`src/rtl/ps2_pkg.sv`:
```
// Shared types and constants for the PS/2 host-side blocks.
package ps2_pkg;

  typedef enum logic [2:0] {
    IDLE,
    INHIBIT,
    REQ,
    SEND,
    ACK,
    WAIT_IDLE,
    ERR
  } ps2_tx_state_t;

  localparam logic [1:0] ERR_NONE    = 2'b00;
  localparam logic [1:0] ERR_NOSTART = 2'b01;
  localparam logic [1:0] ERR_FRAME   = 2'b10;
  localparam logic [1:0] ERR_NOACK   = 2'b11;

  localparam logic [7:0] CMD_SET_LED = 8'hED;
  localparam logic [7:0] CMD_RESET   = 8'hFF;
  localparam logic [7:0] CMD_ENABLE  = 8'hF4;

  // Odd parity bit: makes the total count of ones over data+parity odd.
  function automatic logic odd_parity(input logic [7:0] d);
    return ~^d;
  endfunction

endpackage

```
`src/rtl/ps2_line_filter.sv`:
```
// Two-flop synchronizer followed by a run-length filter for one PS/2 pin.
// The filtered level only changes after FILTER_LEN consecutive synchronized
// samples disagree with it, which rejects short glitches on the open-drain bus.
module ps2_line_filter #(
  parameter int FILTER_LEN = 8
) (
  input  logic clock,
  input  logic reset_n,
  input  logic pin,
  output logic level
);

  localparam int CW = $clog2(FILTER_LEN + 1);

  logic [1:0]    sync_q;
  logic [CW-1:0] run_cnt;

  // Metastability synchronizer; idles high like the released bus.
  always_ff @(posedge clock or negedge reset_n) begin
    if (!reset_n) sync_q <= 2'b11;
    else          sync_q <= {sync_q[0], pin};
  end

  // Count consecutive disagreeing samples; adopt the new level on the last one.
  always_ff @(posedge clock or negedge reset_n) begin
    if (!reset_n) begin
      run_cnt <= '0;
      level   <= 1'b1;
    end else if (sync_q[1] == level) begin
      run_cnt <= '0;
    end else if (run_cnt == CW'(FILTER_LEN - 1)) begin
      run_cnt <= '0;
      level   <= sync_q[1];
    end else begin
      run_cnt <= run_cnt + CW'(1);
    end
  end

endmodule

```
`src/rtl/ps2_host_tx.sv`:
```
// PS/2 host-to-device transmitter: inhibit, request-to-send, shift out
// data/parity/stop on device falling edges, then check the device ACK.
//
// state     | meaning
// ----------+--------------------------------------------------------------
// IDLE      | ready for a byte, bus released
// INHIBIT   | kclock held low; start bit asserted in the final cycle
// REQ       | kclock released, kdata low; waiting for first device edge
// SEND      | driving bits 0..7, parity, stop on successive falling edges
// ACK       | waiting for edge 11 to sample the device ACK
// WAIT_IDLE | waiting for both lines high before reporting done
// ERR       | one-cycle error pulse, bus released
module ps2_host_tx
  import ps2_pkg::*;
#(
  parameter int INHIBIT_CYCLES       = 12000,
  parameter int START_TIMEOUT_CYCLES = 1500000,
  parameter int FRAME_TIMEOUT_CYCLES = 200000,  // must be >= 2
  parameter int FILTER_LEN           = 8
) (
  input  logic       clock,
  input  logic       reset_n,
  input  logic [7:0] tx_data,
  input  logic       tx_valid,
  output logic       tx_ready,
  input  logic       kclock_in,
  input  logic       kdata_in,
  output logic       kclock_oe,
  output logic       kdata_oe,
  output logic       busy,
  output logic       done,
  output logic       error,
  output logic [1:0] err_code
);

  localparam int IW = $clog2(INHIBIT_CYCLES + 1);
  localparam int SW = $clog2(START_TIMEOUT_CYCLES + 1);
  localparam int FW = $clog2(FRAME_TIMEOUT_CYCLES + 1);

  ps2_tx_state_t state_q, state_d;
  logic [9:0]    shift_q, shift_d;
  logic [3:0]    bit_idx_q, bit_idx_d;
  logic          kdata_drv_q, kdata_drv_d;
  logic [1:0]    err_code_q, err_code_d;
  logic [IW-1:0] inh_cnt_q, inh_cnt_d;
  logic [SW-1:0] st_cnt_q, st_cnt_d;
  logic [FW-1:0] fr_cnt_q, fr_cnt_d;
  logic          kclk_lvl, kdat_lvl, kclk_prev, fall_evt;

  ps2_line_filter #(.FILTER_LEN(FILTER_LEN)) u_kclock_filt (
    .clock   (clock),
    .reset_n (reset_n),
    .pin     (kclock_in),
    .level   (kclk_lvl)
  );

  ps2_line_filter #(.FILTER_LEN(FILTER_LEN)) u_kdata_filt (
    .clock   (clock),
    .reset_n (reset_n),
    .pin     (kdata_in),
    .level   (kdat_lvl)
  );

  assign fall_evt = kclk_prev & ~kclk_lvl;
  assign err_code = err_code_q;

  // State, datapath and timer registers.
  always_ff @(posedge clock or negedge reset_n) begin
    if (!reset_n) begin
      state_q     <= IDLE;
      shift_q     <= '0;
      bit_idx_q   <= '0;
      kdata_drv_q <= 1'b0;
      err_code_q  <= ERR_NONE;
      inh_cnt_q   <= '0;
      st_cnt_q    <= '0;
      fr_cnt_q    <= '0;
      kclk_prev   <= 1'b1;
    end else begin
      state_q     <= state_d;
      shift_q     <= shift_d;
      bit_idx_q   <= bit_idx_d;
      kdata_drv_q <= kdata_drv_d;
      err_code_q  <= err_code_d;
      inh_cnt_q   <= inh_cnt_d;
      st_cnt_q    <= st_cnt_d;
      fr_cnt_q    <= fr_cnt_d;
      kclk_prev   <= kclk_lvl;
    end
  end

  // Next-state, timers and bus outputs. Outputs decode from registered state
  // so a reset releases both lines without waiting for a clock.
  always_comb begin
    state_d     = state_q;
    shift_d     = shift_q;
    bit_idx_d   = bit_idx_q;
    kdata_drv_d = kdata_drv_q;
    err_code_d  = err_code_q;
    inh_cnt_d   = inh_cnt_q;
    st_cnt_d    = st_cnt_q;
    fr_cnt_d    = fr_cnt_q;
    tx_ready    = 1'b0;
    busy        = 1'b1;
    done        = 1'b0;
    error       = 1'b0;
    kclock_oe   = 1'b0;
    kdata_oe    = 1'b0;

    case (state_q)
      IDLE: begin
        tx_ready = 1'b1;
        busy     = 1'b0;
        if (tx_valid) begin
          shift_d    = {1'b1, odd_parity(tx_data), tx_data};
          bit_idx_d  = '0;
          err_code_d = ERR_NONE;
          inh_cnt_d  = IW'(INHIBIT_CYCLES - 1);
          state_d    = INHIBIT;
        end
      end

      INHIBIT: begin
        kclock_oe = 1'b1;
        if (inh_cnt_q == '0) begin
          kdata_oe = 1'b1;
          st_cnt_d = SW'(START_TIMEOUT_CYCLES - 1);
          state_d  = REQ;
        end else begin
          inh_cnt_d = inh_cnt_q - IW'(1);
        end
      end

      REQ: begin
        kdata_oe = 1'b1;
        if (fall_evt) begin
          kdata_drv_d = ~shift_q[0];
          shift_d     = {1'b1, shift_q[9:1]};
          bit_idx_d   = 4'd1;
          // The edge cycle itself counts as the first frame-timer cycle.
          fr_cnt_d    = FW'(FRAME_TIMEOUT_CYCLES - 2);
          state_d     = SEND;
        end else if (st_cnt_q == '0) begin
          err_code_d = ERR_NOSTART;
          state_d    = ERR;
        end else begin
          st_cnt_d = st_cnt_q - SW'(1);
        end
      end

      SEND: begin
        kdata_oe = kdata_drv_q;
        if (fr_cnt_q == '0) begin
          err_code_d = ERR_FRAME;
          state_d    = ERR;
        end else begin
          fr_cnt_d = fr_cnt_q - FW'(1);
          if (fall_evt) begin
            kdata_drv_d = ~shift_q[0];
            shift_d     = {1'b1, shift_q[9:1]};
            bit_idx_d   = bit_idx_q + 4'd1;
            if (bit_idx_q == 4'd9) state_d = ACK;
          end
        end
      end

      ACK: begin
        if (fr_cnt_q == '0) begin
          err_code_d = ERR_FRAME;
          state_d    = ERR;
        end else begin
          fr_cnt_d = fr_cnt_q - FW'(1);
          if (fall_evt) begin
            bit_idx_d = 4'd11;
            if (!kdat_lvl) begin
              state_d = WAIT_IDLE;
            end else begin
              err_code_d = ERR_NOACK;
              state_d    = ERR;
            end
          end
        end
      end

      WAIT_IDLE: begin
        if (fr_cnt_q == '0) begin
          err_code_d = ERR_FRAME;
          state_d    = ERR;
        end else begin
          fr_cnt_d = fr_cnt_q - FW'(1);
          if (kclk_lvl && kdat_lvl) begin
            done    = 1'b1;
            state_d = IDLE;
          end
        end
      end

      ERR: begin
        error       = 1'b1;
        kdata_drv_d = 1'b0;
        state_d     = IDLE;
      end

      default: state_d = IDLE;
    endcase
  end

endmodule

```
`config.mk`:
```
export PLATFORM = sky130hd
export DESIGN_NAME = ps2_host_tx
export DESIGN_NICKNAME = d
export VERILOG_FILES = /design/src/rtl/ps2_pkg.sv /design/src/rtl/ps2_line_filter.sv /design/src/rtl/ps2_host_tx.sv
export SDC_FILE = /design/constraint.sdc
export NUM_CORES = 1
export LEC_CHECK = 0
export BUFFER_PORTS_ARGS = -buffer_cell sky130_fd_sc_hd__buf_2
export CORE_MARGIN = 2
export CORE_UTILIZATION = 40
export DETAILED_ROUTE_END_ITERATION = 6
export PLACE_DENSITY = 0.6
export SYNTH_ARGS = -nofsm -noshare
export SYNTH_HDL_FRONTEND = slang
export SYNTH_SLANG_ARGS = --single-unit
```
`constraint.sdc`:
```
create_clock -name clock -period 2.4 [get_ports clock]
set_clock_uncertainty 0.05 [all_clocks]
set_input_delay 0.48 -clock clock [delete_from_list [all_inputs] [get_ports clock]]
set_output_delay 0.48 -clock clock [all_outputs]
set_load 0.02 [all_outputs]
```
* Word level (Yosys, flattened, before mapping)
Cells that the tools add are included.
** Storage, ports and cells
- Register bits after elaboration :: 88
- Input bits :: 13
- Output and inout port bits :: 8
- Logic and storage cells :: 139
** Operators by class
- Add/sub/neg operators :: 6
- Equality and inequality tests :: 30
- Muxes and demuxes :: 58
- Bitwise gates (word level) :: 5
- Reduce and logical (&&, ||, !) cells :: 25
** Operator list (number)
- 21-bit 2-to-1 mux :: 3
- 21-bit case mux with 2 select lines :: 1
- 4-bit 2-to-1 mux :: 10
- 18-bit 2-to-1 mux :: 2
- 18-bit case mux with 2 select lines :: 1
- 3-bit 2-to-1 mux :: 11
- 10-bit 2-to-1 mux :: 3
- 10-bit case mux with 3 select lines :: 1
- 14-bit 2-to-1 mux :: 2
- 14-bit case mux with 2 select lines :: 1
- 2-bit inequality test (second input constant) :: 12
- 21-bit logical NOT :: 1
- 7-bit AND reduction :: 3
- 21-bit by 1-bit subtractor with 21-bit output (second input constant) :: 1
- 18-bit logical NOT :: 1
- 3-bit case mux with 6 select lines :: 1
- 18-bit by 1-bit subtractor with 18-bit output (second input constant) :: 1
- 2-bit 2-to-1 mux :: 8
- 4-bit case mux with 4 select lines :: 1
- 3-bit inequality test (second input constant) :: 5
- 14-bit logical NOT :: 1
- 14-bit by 1-bit subtractor with 14-bit output (second input constant) :: 1
- 4-bit by 1-bit adder with 4-bit output (second input constant) :: 3
- 1-bit 2-to-1 mux :: 10
- other kinds (23) :: 40

* Longest topological paths before layout
Gate-level depths: netlist (run 1).
- Word-level depth :: 5
- Depth in mapped cells :: 9
- Depth with buffers taken out :: 8

* By module
A second synthesis (run 1) with hierarchy kept.
** Second synthesis, totals
- Cells, all modules :: 516
- Area total of the unflattened synthesis :: 4750.8 sq um
** Modules (own cells, without submodules)
- ps2_host_tx :: instances 1, cells each 478, area an instance 4172.8 sq um, seq. area each 1853.0 sq um
- ps2_line_filter :: instances 2, cells each 19, area an instance 289.0 sq um, seq. area each 178.9 sq um

* Worst setup path after synthesis (run 1)
No wires, ideal clock.
- Path kind :: reg2reg
- From :: register fr_cnt_q[0]
- To :: register err_code_q[0] (netlist: err_code[0])
- Setup time :: 0.125 ns
- Arrival time :: 2.156 ns
- Required time :: 2.225 ns
- Path slack :: 0.069 ns
- Stages on the path, launching flop included :: 10
- Path buffers :: 1
- Period minus slack after synthesis :: 2.331 ns
- Path through :: dfrtp_1 > inv_1 > ha_1 > or4b_1 > nor4_4 > and2_1 > buf_2 > nor3_1 > nor3_2 > mux2_2
** On the way
- Word-level cells in the longest chain between the ends :: 3
- Elaborated cells on any way between the ends :: 7
- Classes of those cells :: eq/ne (3); mux (2); reduce/logical (2)
** RTL lines
- start: declaration :: RTL line ps2_host_tx.sv:47 : logic [FW-1:0] fr_cnt_q, fr_cnt_d;
- start signal: assignment :: RTL line ps2_host_tx.sv:87 : fr_cnt_q <= fr_cnt_d;
- 18-bit logical NOT * :: RTL line ps2_host_tx.sv:153, ps2_host_tx.sv:168, ps2_host_tx.sv:186
- 3-bit by 2-bit inequality test with 1-bit output (no line) (tied with other cells)
- 7-bit AND reduction (no line) or 2-bit case mux with 4 select lines (tied branches)
- end signal: assignment :: RTL line ps2_host_tx.sv:84 : err_code_q <= err_code_d;
- end: declaration :: RTL line ps2_host_tx.sv:44 : logic [1:0] err_code_q, err_code_d;
Every way passes the cells marked *; elsewhere a longest branch is shown, timed or not.
A chain may end at the register's enable or synchronous reset.

* Final worst setup path (run 1)
- From :: register fr_cnt_q[13]
- To :: output port done
** On the way
- Word-level cells in the longest chain between the ends :: 3
** RTL lines
- 18-bit logical NOT :: RTL line ps2_host_tx.sv:186 : if (fr_cnt_q == '0) begin
- 1-bit 2-to-1 mux :: RTL line ps2_host_tx.sv:186
- 1-bit 2-to-1 mux :: RTL line ps2_host_tx.sv:110 : case (state_q)
- end: declaration :: RTL line ps2_host_tx.sv:31 : output logic done,
Every way passes these cells.

==> results of run 1 <==
[cell type report]
type,instances,area (sq um)
clock buffers,13,250.2
clock inverters,3,42.54
fillers,1042,5660
inverters,14,52.55
multi-input cells,370,2416
flip-flops and latches,88,2212
well taps,143,178.9
repair buffers,72,556.8
[repair_timing]
action	CTS	global route
endpoints found under the setup margin	2	19
pin swaps	6	7
hold buffers	1	0
endpoints found under the hold margin	10	0
buffers inserted	13	6
gates resized for setup	14	22
[path summary, 6_finish.rpt]
check                           slack [ns]                       to
worst max-delay path                 -0.13                     done
worst min-delay path                  0.19  u_kclock_filt.sync_q[0]
worst max register to register       -0.04               state_q[1]
worst min register to register        0.30   u_kdata_filt.sync_q[1]
max in group asynchronous             1.14            inh_cnt_q[13]
min in group asynchronous             0.48               shift_q[7]
[cell usage after synthesis, drive strengths merged (2+ instances only)]
master	instances	area, sq um
a21oi	22	110.1
nand2b	6	45.04
or4	6	52.55
a41oi	2	17.52
nand3	15	75.07
ha	9	112.6
o21a	2	15.01
nor2	53	198.9
dfstp	7	183.9
nor3b	2	15.01
or2	2	12.51
nor2b	5	31.28
mux2i	2	20.02
nor3	23	125.1
dfrtp	81	2027
nand4	7	43.79
o21ai	19	95.09
xor2	15	131.4
nand4b	2	17.52
nor4	12	90.09
inv	13	48.80
and3	3	18.77
a31oi	15	93.84
clkbuf	11	41.29
and2	4	25.02
mux2	5	56.30
o211ai	3	22.52
a21o	2	15.01
a2111oi	4	48.80
a32oi	2	25.03
o22ai	2	12.51
a211oi	8	65.06
or3	11	68.82
o31ai	4	43.79
buf	8	38.78
xnor2	31	271.5
nand2	63	236.5
[registers in the layout (all words and copies together), names as in the netlist, 2 cells and up]
register	cells
err_code	2
u_kdata_filt.sync_q	2
st_cnt_q	21
shift_q	10
inh_cnt_q	14
state_q	3
u_kclock_filt.sync_q	2
bit_idx_q	4
u_kdata_filt.run_cnt	4
u_kclock_filt.run_cnt	4
fr_cnt_q	18
[routing by layer]
metal / share of wire (%) / up-vias / GRT usage (%) / routed length [um]
li1: - / 1867 / - / -
met1: 48 / 1839 / 24.45 / 4894
met2: 45 / 99 / 25.78 / 4684
met3: 4.6 / 24 / 3.321 / 471
met4: 2.4 / 0 / 6.502 / 244
met5: 0 / - / 0 / 0
[cell families after synthesis]
kind of cell	Yosys count	share of synthesized area (%)
flip-flops	88	47.68
adder cells (fa/ha/maj)	9	2.429
AO/OA/AOI/OAI	89	12.93
AND/OR/NAND/NOR	219	23.77
buffers and inverters	33	2.860
XOR/XNOR	46	8.689
multiplexers	7	1.646
[power by group]
| group | total, mW | switching (mW) | internal (mW) |
|---|---|---|---|
| Sequential | 2.46 | 0.459 | 2.00 |
| Clock | 1.41 | 0.572 | 0.835 |
| Combinational | 2.82 | 1.55 | 1.26 |
[metrics by stage]
stage	total power [mW]	hold WS, ns	setup TNS (ns)	cell area (sq um)	util [%]
final	6.688	0.1903	-0.1719	5709	50.21
after global routing	7.183	0.1672	-0.4767	5709	50.21
after CTS	6.567	0.1787	-0.3675	5597	49.22
after detailed placement	5.017	0.2927	0	5146	45.26
after global placement	4.962	0.2910	0	5146	45.26
after floorplan	4.202	0.1344	0	4637	-
[worst reg2reg max path: cells and delay by family (launching register included)]
family	cells	cell delay, ns
AND/OR/NAND/NOR	4	1.10
buffers and inverters	7	0.64
flip-flops	1	0.39
AO/OA/AOI/OAI	2	0.19
==> impl_metrics.yaml, run 1 <==
grt:
  grt_pass1_wl_um: 17440
  grt.total_usage_pct: 17.08
  grt_max_degree: 44
  antenna_found_initial: 0
  grt_pass1_vias: 3648
  grt-ovfl-total: 0
setup_path:
  cpPeakStageDelay_ns: 0.59
  crit_path_start: "fr_cnt_q[13]"
  worst_path_dominant_cell_family: "simple AND/OR/NAND/NOR gates"
  crit_required_ns: 1.87
  crit_chain: "or4_4 > nor4_4 > nand2_1 > nand2_2 > nor2_2 > buf_6"
  arrival_ns: 2.00
  r2r_start: "fr_cnt_q[13]"
  critical_path_depth: 6
  reg2reg_depth: 13
  critical_path_class: "reg2out"
  crit_path_max_fanout: 4
  worst-path-buf-inv: 1
  end_kind: "output pin"
  startpoint_type: "flip-flop"
  slowest_stage: "or4_4"
outcome:
  violations: "negative setup slack"
  run_status: "finished, violations left"
sta:
  fin_crit_ns: 2.533
  rsz0062_at_grt: "true"
  drv_slew: 0
  hold_viol: 0
  final.period_utilization_pct: 105.5
  fin_ws_ns: -0.1330
  worst_pin_slew_ns: 0.4936
  max_freq_mhz: 394.8
  slew_headroom_pct: 66.24
  setup_violations: 2
cts:
  cts_buffer_depth: 2
  cts_buffers: 9
  h-tree-depth: 3
  cts_tree: "yes"
  clock_latency_ns: 0.34
  clock-sinks: 88
  clk_pin_slew_ns: 0.06
  cts_root_buffer: "clkbuf_16"
placed_design:
  post-place-cells: 671
  gp_congestion: 0.8680
  dp_slack_ns: 0.02550
  dp_hpwl_um: 6915
  io_buffers: 20
floorplanning:
  rows: 39
  die_h_um: 111.7
  fp.dieW_um: 111.7
  start_util_pct: 40.78
  ios: 21
  core_area_sq_mm: 0.01137
  die_area_sq_mm: 0.01247
power_and_ir_drop:
  ir_worst_vdd_v: 0.0004648
  cellLeakagePower_nw: 2.377
  power_density_mw_per_mm2: 1171
yosys:
  synthFlopType: "dfrtp_1"
  ys_warn_count: 0
  ys_ff_latch: 88
  synthCells: 491
  synthesis.area_sq_mm: 0.004637
  ys_types: 58
  seq_area_frac_synth_pct: 47.68
  synth_edf_count: 0
  syn_avg_cell_area_sq_um: 9.444
  syn-num-nets: 513
  postSynth.asyncResetShare_pct: 100.0
final_layout:
  stdcell_count: 703
  final_cell_mix: "80 x dfrtp_1, 60 x nand2_1, 52 x nor2_1"
  area_delta_synth_final_pct: 23.12
  diodes: 0
  final_common_cell: "dfrtp_1"
  fin_nets: 577
  layout-drive-gt1-share_pct: 23.04
min_path:
  hp-start: "kclock_in"
  holdPathStages: 1
  hp-class: "in2reg"
detailed_routing:
  first_pass_iters: 5
  wirelength_um: 10300
  route.vias.total: 3829
  via_per_inst: 5.447
  drc: 0
  first_iter_violations: 194
  wire_per_inst_um: 14.64
  drtAntennaViolNets: 0
run:
  cap_violations: 0
(Power assumes the default switching activity.)
==> run 2: changes to the inputs <==
--- a/config.mk
+++ b/config.mk
@@ -5,6 +5,7 @@
 export SDC_FILE = /design/constraint.sdc
 export NUM_CORES = 1
 export LEC_CHECK = 0
+export ABC_AREA = 1
 export BUFFER_PORTS_ARGS = -buffer_cell sky130_fd_sc_hd__buf_2
 export CORE_MARGIN = 2
 export CORE_UTILIZATION = 40
==> run 2 against run 1 <==
The run now ends clean. Power up 6.7%. Maximum frequency up 12%. Die area up 19%. Critical path type unchanged. Critical endpoint is now kdata_oe. Highest routed layer unchanged.
==> impl_metrics.yaml, run 2 <==
setup_path:
  crit_required_ns: 1.87
  end_kind: "output pin"
  slowest_stage: "dfrtp_1"
  reg2reg_depth: 8
  crit_chain: "inv_1 > ha_1 > nand2_2 > nor2_4 > nand3_2 > nand2_1 > buf_2"
  startpoint_type: "flip-flop"
  crit_path_max_fanout: 4
  arrival_ns: 1.74
  cpPeakStageDelay_ns: 0.39
  regToRegSetupSlack_ns: 0.48
  reg2reg_to: "shift_q[9]"
  r2r_start: "u_kclock_filt.level"
  critical_path_class: "reg2out"
yosys:
  syn_avg_cell_area_sq_um: 7.374
  yosysMostFrequentCell: "nand2_1"
  seq_area_frac_synth_pct: 39.98
  syn-num-nets: 772
  netlist.area_leader.share_pct: 36.65
  ys_ff_latch: 88
  ys_types: 35
  postSynth.asyncResetShare_pct: 100.0
  synthesis.area_sq_mm: 0.005530
  synth_top_cell_by_area: "dfrtp_1"
  synthTopCellsByCount: "232 x nand2_1, 110 x nor2_1, 81 x dfrtp_1"
  synth_area_leaders: "dfrtp_1 37%, nand2_1 16%, nor2_1 7.5%, nand3_1 4.6%, inv_1 4.6%"
  synthFlopType: "dfrtp_1"
  synth_edf_count: 0
  ys_warn_count: 0
  synthCells: 750
final_layout:
  final_common_cell: "nand2_1"
  regMostFlops: "st_cnt_q"
  largest_register_ffs: 21
  final_core_util_pct: 45.90
  final_cell_mix: "231 x nand2_1, 110 x nor2_1, 80 x dfrtp_1"
  top_regs: "st_cnt_q: 21 flops, fr_cnt_q: 18 flops, inh_cnt_q: 14 flops"
  diodes: 0
  n_fill_cell: 1336
  layout-drive-gt1-share_pct: 14.60
  area_delta_synth_final_pct: 10.79
  fin_nets: 798
floorplanning:
  core_area_sq_mm: 0.01335
  fp.dieW_um: 121.6
  die_area_sq_mm: 0.01478
  rows: 42
  ios: 21
  die_h_um: 121.6
  start_util_pct: 41.43
sta:
  drv_slew: 0
  setup-tns-final_ns: 0
  slew_headroom_pct: 70.26
  hold_viol: 0
  setup_violations: 0
  worst_pin_slew_ns: 0.4450
  final.period_utilization_pct: 94.42
  fin_crit_ns: 2.266
  fin_worst_hold_slack_ns: 0.1797
  max_freq_mhz: 441.3
cts:
  cts_buffer_depth: 2
  cts_buffers: 9
  clock_latency_ns: 0.35
  cts_tree: "yes"
  cts_root_buffer: "clkbuf_16"
  clk_pin_slew_ns: 0.06
  h-tree-depth: 3
  clock-sinks: 88
placed_design:
  gp_congestion: 0.9232
  io_buffers: 20
  dp_hpwl_um: 8753
min_path:
  hp-start: "kdata_in"
  whs_endpoint: "u_kdata_filt.sync_q[0]"
  holdPathStages: 1
  hp-class: "in2reg"
grt:
  grt_pass1_vias: 4540
  grt.total_usage_pct: 17.36
  grt_max_degree: 44
  grt-ovfl-total: 0
  antenna_found_initial: 0
  grt_pass1_wl_um: 20580
detailed_routing:
  route.vias.total: 4637
  wire_per_inst_um: 12.25
  wirelength_um: 11720
  first_pass_iters: 4
  drc: 0
  first_iter_violations: 347
  drtAntennaViolNets: 0
  via_per_inst: 4.845
power_and_ir_drop:
  power_density_mw_per_mm2: 1165
  cellLeakagePower_nw: 2.940
  total_power_mw: 7.135
  ir_worst_vdd_v: 0.0005761
outcome:
  run_status: "finished, final reports clean"
run:
  cap_violations: 0
run 2: cell count changes after synthesis, sizes merged, moves of 8 or more:
cell,previous run,this run
inv,13,74
a211oi,8,0
clkbuf,11,2
nand3,15,55
nor4,12,1
nand2,63,243
xor2,15,23
xnor2,31,17
or3,11,0
a21oi,22,14
nor2,53,126
nor3,23,5
a31oi,15,0
o21ai,19,58
run 2: critical path, delay by kind of cell, from the launching register on:
kind / cells / cell delay, ns
buf+inv: 2 / 0.24
flops: 1 / 0.39
simple gates: 4 / 0.52
fa+ha+maj: 1 / 0.24
run 2: through the flow:
stage	cell area, sq um	setup slack [ns]	cells
after floorplan	5530	0.6168	750
after global routing	6127	-0.003520	957
after detailed placement	5803	0.3882	938
final	6127	0.1339	957
after CTS	6106	0.01866	955
after global placement	5803	0.4188	938
run 2: final cells by class:
cell class | instances | area (sq um) | share of cell area [%]
multi-input cells | 574 | 2922 | 47.68
flip-flops and latches | 88 | 2212 | 36.10
inverters | 77 | 305.3 | 4.983
clock buffers | 12 | 266.5 | 4.350
well taps | 176 | 220.2 | 3.594
repair buffers | 26 | 175.2 | 2.859
clock inverters | 4 | 26.28 | 0.4288
run 2: power by group:
group	internal (mW)	switching, mW
Clock	0.786	0.586
Combinational	1.12	2.23
Sequential	1.97	0.452
Total	3.87	3.26
run 2: layer usage:
layer | routed length (um) | vias up | part of all wire (%) | global-route usage [%]
met2 | 5692 | 52 | 49 | 28.86
met1 | 5413 | 2153 | 46 | 21.77
met4 | 276 | 0 | 2.4 | 7.615
met3 | 337 | 19 | 2.9 | 3.792
li1 | - | 2413 | - | -
met5 | 0 | - | 0 | 0
run 2: worst max path at each step:
| stage | startpoint | to | slack, ns | cells past startpoint |
|---|---|---|---|---|
| 2_1_floorplan | inh_cnt_q[0] | kdata_oe | 0.62 | 6 |
| 3_3_place_gp | inh_cnt_q[0] | kdata_oe | 0.42 | 7 |
| 3_5_place_dp | inh_cnt_q[0] | kdata_oe | 0.39 | 7 |
| 4_1_cts | inh_cnt_q[0] | kdata_oe | 0.02 | 7 |
| 5_1_grt | inh_cnt_q[0] | kdata_oe | -0.004 | 7 |
| 6_report | inh_cnt_q[0] | kdata_oe | 0.13 | 7 |
run 2: cell families after synthesis:
logic type / count (synthesis) / synth area share, %
buffers and inverters: 88 / 7.240
DFF: 88 / 39.98
and+or+nand+nor: 452 / 36.34
adders and majority gates: 9 / 2.036
xor gates and xnor gates: 40 / 6.335
AOI/OAI and AO/OA: 73 / 8.077
run 2: what timing repair did:
| item | in CTS | in global routing |
|---|---|---|
| pin swaps | 1 | 1 |
| endpoints found under the setup margin | 1 | 2 |
| hold buffers | 1 | 0 |
| resized for setup | 0 | 4 |
| buffers inserted | 0 | 2 |
| hold endpoints to repair | 21 | 0 |
==> run 3: changes to the inputs <==
--- a/config.mk
+++ b/config.mk
@@ -11,6 +11,7 @@
 export CORE_UTILIZATION = 40
 export DETAILED_ROUTE_END_ITERATION = 6
 export PLACE_DENSITY = 0.6
+export REMOVE_ABC_BUFFERS = 1
 export SYNTH_ARGS = -nofsm -noshare
 export SYNTH_HDL_FRONTEND = slang
 export SYNTH_SLANG_ARGS = --single-unit
==> run 3 against run 2 <==
Critical path depth unchanged. Final cell count up 0.21%. Die area unchanged. Register-to-register slack is essentially flat.
==> impl_metrics.yaml, run 3 (synthesis gave the netlist of run 2 again) <==
sta:
  max_freq_mhz: 442.9
  setup_violations: 0
  final.period_utilization_pct: 94.08
  rsz0062_at_grt: "false"
  slew_headroom_pct: 68.08
  setup-tns-final_ns: 0
  fin_crit_ns: 2.258
  drv_slew: 0
  fin_worst_hold_slack_ns: 0.03798
  worst_pin_slew_ns: 0.4787
  hold_viol: 0
grt:
  grt_pass1_vias: 4656
  grt_max_degree: 51
  grt.total_usage_pct: 18.32
  grt-ovfl-total: 0
  grt_pass1_wl_um: 21650
  antenna_found_initial: 0
setup_path:
  r2r_start: "inh_cnt_q[0]"
  worst-path-buf-inv: 2
  reg2reg_depth: 11
  critical_path_class: "reg2out"
  crit_path_max_fanout: 5
  cpPeakStageDelay_ns: 0.39
  end_kind: "output pin"
  cpMostUsedCell: "nand2_1"
  crit_chain: "inv_1 > ha_1 > nand2_1 > nor2_4 > nand3_2 > nand2_1 > buf_2"
  regToRegSetupSlack_ns: 0.48
  crit_required_ns: 1.87
  reg2reg_to: "state_q[2]"
  critical_path_depth: 7
  worst_path_dominant_cell_family: "simple AND/OR/NAND/NOR gates"
  slowest_stage: "dfrtp_1"
  arrival_ns: 1.73
  startpoint_type: "flip-flop"
min_path:
  hp-class: "in2async"
cts:
  cts_buffers: 9
  h-tree-depth: 3
  clock_latency_ns: 0.35
  cts_tree: "yes"
  cts_hold_buf: 0
  cts_buffer_depth: 2
  clk_pin_slew_ns: 0.06
  clock-sinks: 88
  cts_root_buffer: "clkbuf_16"
power_and_ir_drop:
  combPwrFrac_pct: 47.4
  p_seq_share_pct: 33.9
  clock_power_share_pct: 18.6
  power_density_mw_per_mm2: 1167
  cellLeakagePower_nw: 2.932
  switchingPower_mw: 3.307
  ir_worst_vdd_v: 0.0004603
  p_int_mw: 3.817
  swShare_pct: 46.42
  total_power_mw: 7.123
floorplanning:
  ios: 21
  fp.dieW_um: 121.6
  die_h_um: 121.6
  die_area_sq_mm: 0.01478
  rows: 42
  start_util_pct: 41.43
  core_area_sq_mm: 0.01335
final_layout:
  diodes: 0
  largest_register_ffs: 21
  layout-drive-gt1-share_pct: 14.56
  area_delta_synth_final_pct: 10.36
  fin_nets: 800
  final_common_cell: "nand2_1"
  n_fill_cell: 1342
  regMostFlops: "st_cnt_q"
  top_regs: "st_cnt_q: 21 flops, fr_cnt_q: 18 flops, inh_cnt_q: 14 flops"
  final_core_util_pct: 45.73
  final_cell_mix: "231 x nand2_1, 109 x nor2_1, 80 x dfrtp_1"
placed_design:
  io_buffers: 20
  gp_congestion: 0.9652
  dp_hpwl_um: 9155
detailed_routing:
  route.vias.total: 4717
  via_per_inst: 4.919
  drc: 0
  first_pass_iters: 5
  wirelength_um: 12330
  wire_per_inst_um: 12.86
  drtAntennaViolNets: 0
  first_iter_violations: 338
outcome:
  run_status: "finished, final reports clean"
run:
  cap_violations: 0
==> run 3: layer usage <==
metal,GRT usage (%),vias up,part of all wire (%)
met2,29.81,67,46
met1,24.43,2196,49
met3,2.622,16,2.9
li1,-,2438,-
met5,0,-,0
met4,7.974,0,2.0
==> run 3: cell type report <==
class,count,area (sq um),share of cell area [%]
Multi-Input combinational cell,574,2924,47.91
Sequential cell,88,2212,36.24
Tap cell,176,220.2,3.608
Clock buffer,13,250.2,4.100
Clock inverter,3,18.77,0.3075
Inverter,77,302.8,4.961
Timing Repair Buffer,28,175.2,2.870
==> run 3: per-stage QoR <==
| step | worst slack [ns] | cells | cell area [sq um] |
|---|---|---|---|
| after floorplan | 0.4126 | 739 | 5433 |
| after global placement | 0.4825 | 941 | 5813 |
| after detailed placement | 0.4361 | 941 | 5813 |
| after CTS | 0.05664 | 957 | 6082 |
| after global routing | 0.004774 | 959 | 6103 |
| final | 0.1421 | 959 | 6103 |
==> run 3: how the worst max path moves through the flow <==
stage                 startpoint           end  slack, ns
floorplan             state_q[2]  st_cnt_q[10]       0.41
global placement    inh_cnt_q[0]      kdata_oe       0.48
detailed placement  inh_cnt_q[0]      kdata_oe       0.44
CTS                 inh_cnt_q[0]      kdata_oe       0.06
global route        inh_cnt_q[0]      kdata_oe      0.005
finish              inh_cnt_q[0]      kdata_oe       0.14
==> run 3: power groups by stage <==
stage / clock network [mW] / registers (mW) / logic, mW
finish: 1.33 / 2.42 / 3.38
global placement: 0 / 2.42 / 3.32
detailed placement: 0 / 2.43 / 3.39
CTS: 1.37 / 2.41 / 3.40
floorplan: 0 / 2.34 / 2.59
global route: 1.43 / 2.48 / 3.87
==> run 3: what timing repair did <==
action / 4_1_cts / 5_1_grt
gates resized for setup: 0 / 3
endpoints found under the hold margin: 0 / 0
setup buffers: 0 / 2
endpoints found under the setup margin: 0 / 2
